==> src/rtl/bike_pkg.sv <==
// Shared types and default sizing for the bike sensor front-end, distance and speed stages.
package bike_pkg;

   typedef enum logic [1:0] {
      REED_OPEN    = 2'd0,
      REED_CLOSING = 2'd1,
      REED_CLOSED  = 2'd2,
      REED_OPENING = 2'd3
   } reed_state_t;

   localparam int DEBOUNCE_CYCLES_DEF = 16;
   localparam int TIMEOUT_CYCLES_DEF  = 50000;
   localparam int PERIOD_W_DEF        = 16;

endpackage : bike_pkg

==> src/rtl/sync_2ff.sv <==
// Generic two-flop synchroniser for asynchronous level inputs (reed contact, buttons).
module sync_2ff #(
   parameter int WIDTH = 1
) (
   input  logic             clk_i,
   input  logic             rst_i,
   input  logic [WIDTH-1:0] d_i,
   output logic [WIDTH-1:0] q_o
);

   logic [WIDTH-1:0] meta_q;
   logic [WIDTH-1:0] sync_q;

   always_ff @(posedge clk_i) begin
      if (rst_i) begin
         meta_q <= '0;
         sync_q <= '0;
      end else begin
         meta_q <= d_i;
         sync_q <= meta_q;
      end
   end

   assign q_o = sync_q;

endmodule : sync_2ff

==> src/rtl/reed_conditioner.sv <==
// Reed switch front-end: synchronise, debounce, emit one pulse per closure,
// measure the cycle gap between accepted pulses and flag a stationary wheel.
//
// state        | meaning
// -------------+---------------------------------------------------------
// REED_OPEN    | debounced level low, waiting for a closed sample
// REED_CLOSING | counting consecutive closed samples toward acceptance
// REED_CLOSED  | debounced level high, waiting for an open sample
// REED_OPENING | counting consecutive open samples toward release
module reed_conditioner
   import bike_pkg::*;
#(
   parameter int DEBOUNCE_CYCLES = DEBOUNCE_CYCLES_DEF,
   parameter int PERIOD_W        = PERIOD_W_DEF,
   parameter int TIMEOUT_CYCLES  = TIMEOUT_CYCLES_DEF
) (
   input  logic                clock_i,
   input  logic                reset_i,
   input  logic                reed_raw_i,
   input  logic                enable_i,
   output logic                reed_pulse_o,
   output logic [PERIOD_W-1:0] period_o,
   output logic                period_valid_o,
   output logic                stopped_o
);

   localparam logic [7:0]          DB_LAST = 8'(DEBOUNCE_CYCLES - 1);
   localparam logic [PERIOD_W-1:0] G_MAX   = PERIOD_W'(TIMEOUT_CYCLES);
   localparam logic [PERIOD_W-1:0] G_ONE   = PERIOD_W'(1);

   logic                reed_s;
   reed_state_t         state_q, state_d;
   logic [7:0]          cnt_q, cnt_d;
   logic                rise;
   logic                accept;

   logic [PERIOD_W-1:0] gap_q, gap_d;
   logic [PERIOD_W-1:0] period_q, period_d;
   logic                valid_q, valid_d;
   logic                pulse_q, pulse_d;
   logic                stopped_q, stopped_d;

   sync_2ff #(.WIDTH(1)) u_sync (
      .clk_i (clock_i),
      .rst_i (reset_i),
      .d_i   (reed_raw_i),
      .q_o   (reed_s)
   );

   always_comb begin
      state_d = state_q;
      cnt_d   = cnt_q;
      rise    = 1'b0;
      case (state_q)
         REED_OPEN: begin
            if (reed_s) begin
               state_d = REED_CLOSING;
               cnt_d   = 8'd1;
            end
         end
         REED_CLOSING: begin
            if (!reed_s) begin
               state_d = REED_OPEN;
               cnt_d   = 8'd0;
            end else if (cnt_q == DB_LAST) begin
               state_d = REED_CLOSED;
               cnt_d   = 8'd0;
               rise    = 1'b1;
            end else begin
               cnt_d = cnt_q + 8'd1;
            end
         end
         REED_CLOSED: begin
            if (!reed_s) begin
               state_d = REED_OPENING;
               cnt_d   = 8'd1;
            end
         end
         REED_OPENING: begin
            // A re-closure during release returns to CLOSED silently; no new revolution.
            if (reed_s) begin
               state_d = REED_CLOSED;
               cnt_d   = 8'd0;
            end else if (cnt_q == DB_LAST) begin
               state_d = REED_OPEN;
               cnt_d   = 8'd0;
            end else begin
               cnt_d = cnt_q + 8'd1;
            end
         end
         default: begin
            state_d = REED_OPEN;
            cnt_d   = 8'd0;
         end
      endcase
   end

   assign accept = rise & enable_i;

   always_comb begin
      gap_d     = gap_q;
      period_d  = period_q;
      valid_d   = 1'b0;
      pulse_d   = accept;
      stopped_d = stopped_q;
      if (accept) begin
         // The first pulse after a stop only arms the measurement.
         gap_d     = '0;
         stopped_d = 1'b0;
         if (!stopped_q) begin
            period_d = gap_q + G_ONE;
            valid_d  = 1'b1;
         end
      end else begin
         if (gap_q < G_MAX) begin
            gap_d = gap_q + G_ONE;
         end
         if (gap_d == G_MAX) begin
            stopped_d = 1'b1;
         end
      end
   end

   always_ff @(posedge clock_i) begin
      if (reset_i) begin
         state_q   <= REED_OPEN;
         cnt_q     <= 8'd0;
         gap_q     <= '0;
         period_q  <= '0;
         valid_q   <= 1'b0;
         pulse_q   <= 1'b0;
         stopped_q <= 1'b1;
      end else begin
         state_q   <= state_d;
         cnt_q     <= cnt_d;
         gap_q     <= gap_d;
         period_q  <= period_d;
         valid_q   <= valid_d;
         pulse_q   <= pulse_d;
         stopped_q <= stopped_d;
      end
   end

   assign reed_pulse_o   = pulse_q;
   assign period_o       = period_q;
   assign period_valid_o = valid_q;
   assign stopped_o      = stopped_q;

endmodule : reed_conditioner

==> config.mk <==
export PLATFORM = sky130hd
export DESIGN_NAME = reed_conditioner
export DESIGN_NICKNAME = d
export VERILOG_FILES = /design/src/rtl/bike_pkg.sv /design/src/rtl/sync_2ff.sv /design/src/rtl/reed_conditioner.sv
export SDC_FILE = /design/constraint.sdc
export NUM_CORES = 1
export LEC_CHECK = 0
export CAP_MARGIN = 10
export CORE_UTILIZATION = 30
export DETAILED_ROUTE_END_ITERATION = 12
export PLACE_DENSITY = 0.6
export SETUP_SLACK_MARGIN = 0.15
export SYNTH_ARGS = -nofsm -noshare
export SYNTH_HDL_FRONTEND = slang
export SYNTH_HIERARCHICAL = 1
export SYNTH_SLANG_ARGS = --single-unit
==> constraint.sdc <==
create_clock -name clock_i -period 2 [get_ports clock_i]
set_clock_uncertainty 0.2 [all_clocks]
set_input_delay 0.3 -clock clock_i [delete_from_list [all_inputs] [get_ports clock_i]]
set_output_delay 0.3 -clock clock_i [all_outputs]
set_load 0.03 [all_outputs]
# Word level (Yosys, flattened, before mapping)
# Cells that the tools add are included.
# word_totals
reg_bits	47
in_bits	4
output_inout_bits	19
word_cells	52
# op_classes
add_sub_neg	2
magnitude_cmp	1
eq_ne	9
mux	21
bitwise_logic	3
reduce_logical	7
# ops
operator	count
$mux 8	5
$mux 16	2
$pmux 8 s4	1
$add 16x1->16 const B	1
$eq 16x16->1 const B	1
$lt 16x16->1 const B	1
$mux 2	6
$add 8x1->8 const B	1
$eq 8x4->1 const B	1
$pmux 2 s4	1
$mux 1	6
$eq 2x2->1 const B	2
$reduce_and 2->1	2
$reduce_and 4->1	1
$reduce_or 2->1	2
$ne 3x2->1 const B	1
$ne 3x3->1 const B	1
$eq 2x1->1 const B	1
$logic_not 2->1	1
$ne 2x1->1 const B	1
$ne 2x2->1 const B	1
$not 1->1	2
$reduce_bool 2->1	1
$and 1x1->1	1

# Logic depth before layout (Yosys ltp)
# Gate-level depths: netlist (run 1).
# depth
ltp_word	9
ltp_mapped	8

# Modules after synthesis
# Netlist (run 1), hierarchy kept.
# by_module_without_submodules
mod	n_inst	cells_each	area_each_um2	seq_area_each_um2
reed_conditioner	1	279	2468.6	900.9
sync_2ff	1	4	52.6	40.0

# Worst setup path before layout (run 1)
# No wires, ideal clock.
# synth_timing
path_type	reg-to-reg
start	reg gap_q[1]
end	reg stopped_q, in the netlist stopped_o
setup_ns	0.087
arrival_time_ns	1.878
t_required_ns	1.713
path_slack_ns	-0.165
stages_incl_launch_ff	9
path_cell_list	dfxtp_1 -> ha_1 -> nand3_2 -> or2_1 -> buf_2 -> nor3_1 -> xnor2_1 -> o2111ai_1 -> o31ai_1
# synth_between
elab_chain_len	5
elab_cells_between_ends	6
classes_between	1 x add/sub; 1 x order compare; 1 x eq/ne; 2 x mux; 1 x reduce/logical
# synth_lines
item	line_no	rtl
start: declaration	reed_conditioner.sv:37	logic [PERIOD_W-1:0] gap_q, gap_d;
start signal: assignment	reed_conditioner.sv:136	gap_q <= gap_d;
$add 16x1->16 / $lt 16x16->1 (equally long branches)	reed_conditioner.sv:116, reed_conditioner.sv:115	
$mux 16 *	reed_conditioner.sv:115	if (gap_q < G_MAX) begin
$mux 16 *	reed_conditioner.sv:106	if (accept) begin
$eq 16x16->1 *	reed_conditioner.sv:118	if (gap_d == G_MAX) begin
$reduce_bool 2->1 (no source line) *	n/a	
end signal: assignment	reed_conditioner.sv:140	stopped_q <= stopped_d;
end: declaration	reed_conditioner.sv:41	logic stopped_q, stopped_d;
# Mark *: on every way between the ends. The rest lies on a longest branch, timed or not. The select of a mux whose other input is x is not followed.
# A chain may end at the register's enable or synchronous reset.

# Worst setup path in the final report (run 1)
# layout_timing
start	reg gap_q[9]
end	reg stopped_q, in the netlist stopped_o
# Same word-level chain as after synthesis.

==> reports/results.tsv, run 1 <==
stage	metric	value	unit
final_layout	n_antenna_cell	0	
setup_path	critPathRequiredTime	2020	ps
clock_network	numCtsBuffers	5	
timing	hold_viol_final	0	
floorplanning	core	8180	µm²
setup_path	cp_max_fo	5	
routing	via_per_inst	4.82	
timing	rsz0062_at_grt	true	
final_layout	area.growth.synth_to_final	45.3	%
outcome	violations	negative setup slack	
floorplanning	die_y	93.7	µm
timing	maxSlewHeadroom	76.1	%
setup_path	cp.arrival	2110	ps
logic_synthesis	async_flop_share	0	%
placement	dp_cells	448	
routing	drt_iter0_markers	62	
clock_network	clkTransAtPathRegs	90	ps
floorplanning	die_w	93.7	µm
logic_synthesis	seq_area_frac_synth	37.3	%
global_routing	gr-total-overflow	0	
floorplanning	row_count	33	
timing	setup_ws	-94.7	ps
final_layout	fill_cells	798	
logic_synthesis	synth_area_per_cell	8.91	µm²
min_path	hp-class	reg2reg	
timing	min_period	2090	ps
global_routing	grt_util_all_layers	14.7	%
timing	setup_tns	-916	ps
logic_synthesis	synthesis.area	2520	µm²
routing	detail_route.first_pass.iterations	4	
clock_network	cts_tree	done	
floorplanning	pin_count	23	
power_and_ir_drop	peakVddDrop	0.260	mV
placement	hpwl	4300	µm
routing	avgRoutedWirePerCell	13.7	µm
floorplanning	initial_core_util	30.8	%
logic_synthesis	post_synth_num_cell_types	53	
routing	ant_nets	0	
power_and_ir_drop	power_density	469	nW/µm²
clock_network	cts.htree.levels	2	
timing	worstMarginPinSlew	356	ps
placement	place_congestion	0.822	
logic_synthesis	synth_edf_count	0	
outcome	status	finished, violations left	
global_routing	grt_pass1_wl	10000	µm
clock_network	cts_buffer_depth	2	
logic_synthesis	synthCells	283	
logic_synthesis	ys.flop_type	dfxtp_1	
setup_path	cp-start-kind	flop	
setup_path	worstSetupEndpointType	flop	
floorplanning	die-area	8770	µm²
global_routing	grt_max_degree	19	
final_layout	layoutNonFillerInstCount	464	
logic_synthesis	synth-seq-cells	47	
clock_network	hold_buffers	0	
logic_synthesis	synth_nets	289	
timing	slew_violations	0	
placement	port_buffers	22	
timing	setup_viol	34	
power_and_ir_drop	leakagePower	1.55	nW
logic_synthesis	ys.warnings.count	6	
routing	drc	0	
final_layout	drive_gt1_share	43.5	%
job	max-cap-violations	0	
setup_path	worst-r2r-cell-count	6	
setup_path	path_class	reg2reg	
global_routing	first_global_vias	2190	
timing	fin_crit_sh	105	%
min_path	whs_path_depth	1	
timing	max_freq	477	MHz
clock_network	cts-root-buf	clkbuf_8	
clock_network	clock-sinks	47	
routing	num_vias	2237	
clock_network	clk_latency	310	ps
routing	wl	6380	µm
global_routing	antenna_found_initial	0	
final_layout	nNetsFinal	364	
## where the power goes
| group | switching (mW) | internal [mW] |
|---|---|---|
| registers | 0.0104 | 0.945 |
| clock network | 0.347 | 0.284 |
| logic | 0.0671 | 0.0639 |
| total | 0.424 | 1.29 |
## registers in the layout (all words and copies together) (netlist names), named ones only
name and flops:
u_sync/meta_q 1, stopped_o 1, period_valid_o 1, period_o 16, gap_q 16, cnt_q 8, reed_pulse_o 1, u_sync/q_o 1
state_q 1
## critical path: stages, from the launching register on
cell and delay (ps):
dfxtp_1 410, nand2_2 130, a211oi_4 290, nor2_4 100, a211o_1 310, a211o_1 310
o31ai_1 260
## worst paths after layout
kind            startpoint          to  slack (ps)
max               gap_q[9]   stopped_o         -90
min reg2reg  u_sync/meta_q  u_sync/q_o         260
min          u_sync/meta_q  u_sync/q_o         260
max reg2reg       gap_q[9]   stopped_o         -90
## per-stage QoR
stage	power (mW)	setup WS (ps)	hold slack [ps]	instance area (µm²)	util, %
floorplan	1.04	-27.7	172	2550	-
global route	1.76	-154	279	3660	44.8
finish	1.72	-94.7	263	3660	44.8
CTS	1.72	-48.5	265	3530	43.2
global placement	1.08	-178	231	3240	39.6
detailed placement	1.08	-173	229	3240	39.6
## synthesized netlist by cell type (3+ instances only)
cell type,number,area (µm²)
dfxtp_1,47,941
o21ai_0,8,40.0
nor2_2,11,68.8
nand4_1,3,18.8
nand2_1,14,52.6
a211oi_2,15,188
xor2_1,10,87.6
and3_1,3,18.8
nor3_1,9,45.0
nand2b_1,4,25.0
a21oi_1,14,70.1
nor4_1,3,18.8
inv_1,3,11.3
buf_4,6,45.0
clkbuf_1,4,15.0
or3_1,3,18.8
buf_2,7,35.0
nand3_1,10,50.1
and4_1,3,26.3
mux2i_1,3,30.0
nor2b_1,4,25.0
xnor2_1,15,131
nor2_1,43,161
## layout make-up
cell class	instances	area [µm²]	share of cell area [%]
well taps	105	131	3.59
inverters	3	11.3	0.307
flip-flops and latches	47	956	26.1
multi-input cells	211	1590	43.4
clock buffers	7	86.3	2.36
clock inverters	1	8.76	0.239
repair buffers	90	878	24.0
## routing by layer
| metal | global-route usage [%] | vias up | wire [µm] |
|---|---|---|---|
| li1 | - | 1131 | - |
| met1 | 18.2 | 1065 | 2930 |
| met2 | 25.8 | 31 | 3190 |
| met3 | 2.83 | 10 | 183 |
| met4 | 4.49 | 0 | 77 |
| met5 | 0 | - | 0 |
## layout by cell type (no fill, tap or decap), types with 3 or more instances in the layout
master           synthesis  routed
and3_1                   3       3
xor2_1                  10      10
buf_4                    6      57
buf_6                    2       3
nor3_1                   9       4
o21ai_1                  1       3
or3_1                    3       3
nand2b_1                 4       3
nor2_2                  11      22
o21ai_0                  8       5
a21oi_1                 14      11
inv_1                    3       3
dfxtp_2                  0       9
clkdlybuf4s50_1          0       6
nand2_1                 14      13
buf_12                   2       6
a21oi_2                  0       3
nor2b_1                  4       4
dlygate4sd2_1            0       5
nor2_1                  43      27
nand3_1                 10       9
dfxtp_1                 47      37
a211oi_2                15      14
nand4_1                  3       3
clkbuf_8                 0       6
nor3_2                   0       4
nor4_1                   3       3
nor2_4                   0       5
dlymetal6s2s_1           0      11
xnor2_1                 15      15
## logic make-up (layout without fill, tap and decap cells)
family / Yosys count / count (layout) / synth area share, %
multiplexers: 3 / 3 / 1.19
AND/OR/NAND/NOR: 128 / 128 / 27.9
AO/OA/AOI/OAI: 53 / 53 / 17.0
buffers and inverters: 25 / 101 / 6.90
adder cells (fa/ha/maj): 2 / 2 / 0.992
flip-flops: 47 / 47 / 37.3
XOR/XNOR: 25 / 25 / 8.68
## what timing repair did
action,CTS,global route
gates resized for setup,35,40
setup buffers,5,1
pin swaps,7,6
setup endpoints to repair,44,54
gates cloned,2,0
Power figures use the tool's default switching activity.
==> run 2: changes to the inputs <==
--- a/constraint.sdc
+++ b/constraint.sdc
@@ -4,2 +4,2 @@
 set_output_delay 0.3 -clock clock_i [all_outputs]
-set_load 0.03 [all_outputs]
+set_load 0.02 [all_outputs]
==> reports/results.tsv, run 2 (synthesis gave the netlist of run 1 again) <==
stage	metric	value	unit	change
routing	via_per_inst	4.89		was 4.82
timing	slew_violations	0		unchanged
routing	ant_nets	0		unchanged
final_layout	mostFrequentLayoutCells	56 x buf_4, 36 x dfxtp_1, 26 x nor2_1		was 57 x buf_4, 37 x dfxtp_1, 27 x nor2_1
final_layout	layout_commonest_cell	buf_4		unchanged
floorplanning	die_y	93.7	µm	unchanged
setup_path	critPathRequiredTime	2030	ps	was 2020 ps
clock_network	numCtsBuffers	5		unchanged
final_layout	nNetsFinal	363		was 364
placement	place_congestion	0.795		was 0.822
clock_network	cts_tree	done		unchanged
clock_network	clkTransAtPathRegs	100	ps	was 90 ps
job	max-cap-violations	0		unchanged
global_routing	grt_max_degree	21		was 19
routing	num_vias	2266		was 2,237
global_routing	grtUsageMet3	2.59	%	was 2.83%
power_and_ir_drop	leakagePower	1.34	nW	was 1.55 nW
clock_network	cts_buffer_depth	2		unchanged
final_layout	n_antenna_cell	0		unchanged
power_and_ir_drop	power_density	467	nW/µm²	was 469 nW/µm²
outcome	status	finished, violations left		unchanged
final_layout	drive_gt1_share	43.6	%	was 43.5%
global_routing	met2_usage	25.3	%	was 25.8%
final_layout	area.growth.synth_to_final	43.9	%	was 45.3%
floorplanning	initial_core_util	30.8	%	unchanged
global_routing	gr-total-overflow	0		unchanged
setup_path	startpoint	gap_q[1]		was gap_q[9]
routing	avgRoutedWirePerCell	13.4	µm	was 13.7 µm
timing	min_period	2070	ps	was 2090 ps
timing	worstMarginPinSlew	358	ps	was 356 ps
setup_path	slowest_stage	dfxtp_2		was dfxtp_1
global_routing	met1_usage	18.8	%	was 18.2%
global_routing	first_global_vias	2145		was 2,190
setup_path	rr_startpoint	gap_q[1]		was gap_q[9]
setup_path	crit_chain	ha_4 > nand3_2 > or2_1 > nor3_1 > xnor2_1 > o2111ai_2 > o31ai_2		was nand2_2 > a211oi_4 > nor2_4 > a211o_1 > a211o_1 > o31ai_1
clock_network	cts-root-buf	clkbuf_8		unchanged
routing	detail_route.first_pass.iterations	8		was 4
routing	wl	6200	µm	was 6380 µm
timing	max_freq	483	MHz	was 477 MHz
placement	port_buffers	22		unchanged
timing	rsz0062_at_grt	true		unchanged
floorplanning	row_count	33		unchanged
global_routing	antenna_found_initial	0		unchanged
placement	pre_cts_slack	-159	ps	was -173 ps
global_routing	grt_pass1_wl	10200	µm	was 10,000 µm
timing	maxSlewHeadroom	76.0	%	was 76.1%
placement	place_area	3240	µm²	unchanged
setup_path	cp-start-kind	flop		unchanged
floorplanning	core	8180	µm²	unchanged
global_routing	grt_util_all_layers	15.0	%	was 14.7%
global_routing	gr-max-usage-layer	met2		unchanged
timing	setup_viol	37		was 34
min_path	min_from	u_sync/meta_q		unchanged
timing	setup_ws	-70.6	ps	was -94.7 ps
setup_path	crit_family	simple AND/OR/NAND/NOR gates		was compound AO/OA/AOI/OAI gates
setup_path	path_class	reg2reg		unchanged
final_layout	design_area	3630	µm²	was 3660 µm²
floorplanning	die-area	8770	µm²	unchanged
min_path	hp-class	reg2reg		unchanged
power_and_ir_drop	peakVddDrop	0.279	mV	was 0.260 mV
clock_network	clk_latency	310	ps	about the same
routing	drt_iter0_markers	75		was 62
timing	fin_crit_sh	104	%	was 105%
outcome	violations	design-rule violations, negative setup slack		was negative setup slack
clock_network	cts.htree.levels	2		unchanged
placement	hpwl	4310	µm	was 4300 µm
floorplanning	pin_count	23		unchanged
floorplanning	die_w	93.7	µm	unchanged
setup_path	path_buf_inv	0		unchanged
setup_path	cp.arrival	2100	ps	was 2110 ps
clock_network	clock-sinks	47		unchanged
timing	hold_viol_final	0		unchanged
setup_path	max_stage_delay	380	ps	was 410 ps
setup_path	worstSetupEndpointType	flop		unchanged
routing	drc	2		was 0
setup_path	cp_max_fo	4		was 5
run 2: cell count changes in the layout (fill, tap and decap cells not counted), sizes merged:
cell           change
clkbuf             -2
buf                -1
dlygate4sd2        -5
inv                +2
clkdlybuf4s50     +16
dlymetal6s2s      -11
run 2: per-layer routing:
metal	up-vias	share of wire [%]
met2	26	48
li1	1140	-
met1	1091	47
met4	0	1.7
met5	-	0
met3	9	2.9
run 2: worst register-to-register path, cell delays in order (launching register included):
cell and delay (ps):
dfxtp_2 380, ha_4 140, nand3_2 140, or2_1 290
nor3_1 220, xnor2_1 200, o2111ai_2 200, o31ai_2 220
run 2: repair_timing:
| action | CTS | global route |
|---|---|---|
| gates resized for setup | 19 | 41 |
| pin swaps | 3 | 8 |
| setup endpoints to repair | 39 | 44 |
| buffers inserted | 5 | 0 |
| hold buffers | 0 | 0 |
| cloned | 2 | 0 |
run 2: cell type report:
cell class                 instances  area (µm²)
clock buffer                       5        68.8
clock inverter                     3        22.5
fill                             767        4550
inverter                           3        11.3
multi-input combinational        211        1580
sequential                        47         960
tap                              105         131
timing repair buffer              89         850
run 2: worst paths after layout:
path	end	slack [ps]	cells past startpoint
setup / recovery	stopped_o	-70	7
hold / removal	u_sync/q_o	260	1
setup reg to reg	stopped_o	-70	7
hold reg to reg	u_sync/q_o	260	1
run 2: report_power, final:
part,switching (mW),total (mW),internal [mW],leakage [nW]
sequential,0.0100,0.954,0.944,0.386
combinational,0.0645,0.127,0.0630,0.907
clock,0.359,0.613,0.254,0.0489
total,0.434,1.69,1.26,1.34
run 2: metrics by stage:
| stage | total power, mW | util (%) | hold slack, ps | cells | setup TNS, ps |
|---|---|---|---|---|---|
| after CTS | 1.70 | 42.8 | 258 | 463 | -1340 |
| after detailed placement | 1.08 | 39.6 | 226 | 448 | -4300 |
| after global placement | 1.08 | 39.6 | 238 | 448 | -3790 |
| after global routing | 1.76 | 44.4 | 276 | 463 | -4170 |
| final | 1.69 | 44.4 | 256 | 463 | -1840 |
| after floorplan | 1.04 | - | 172 | 283 | -72.8 |
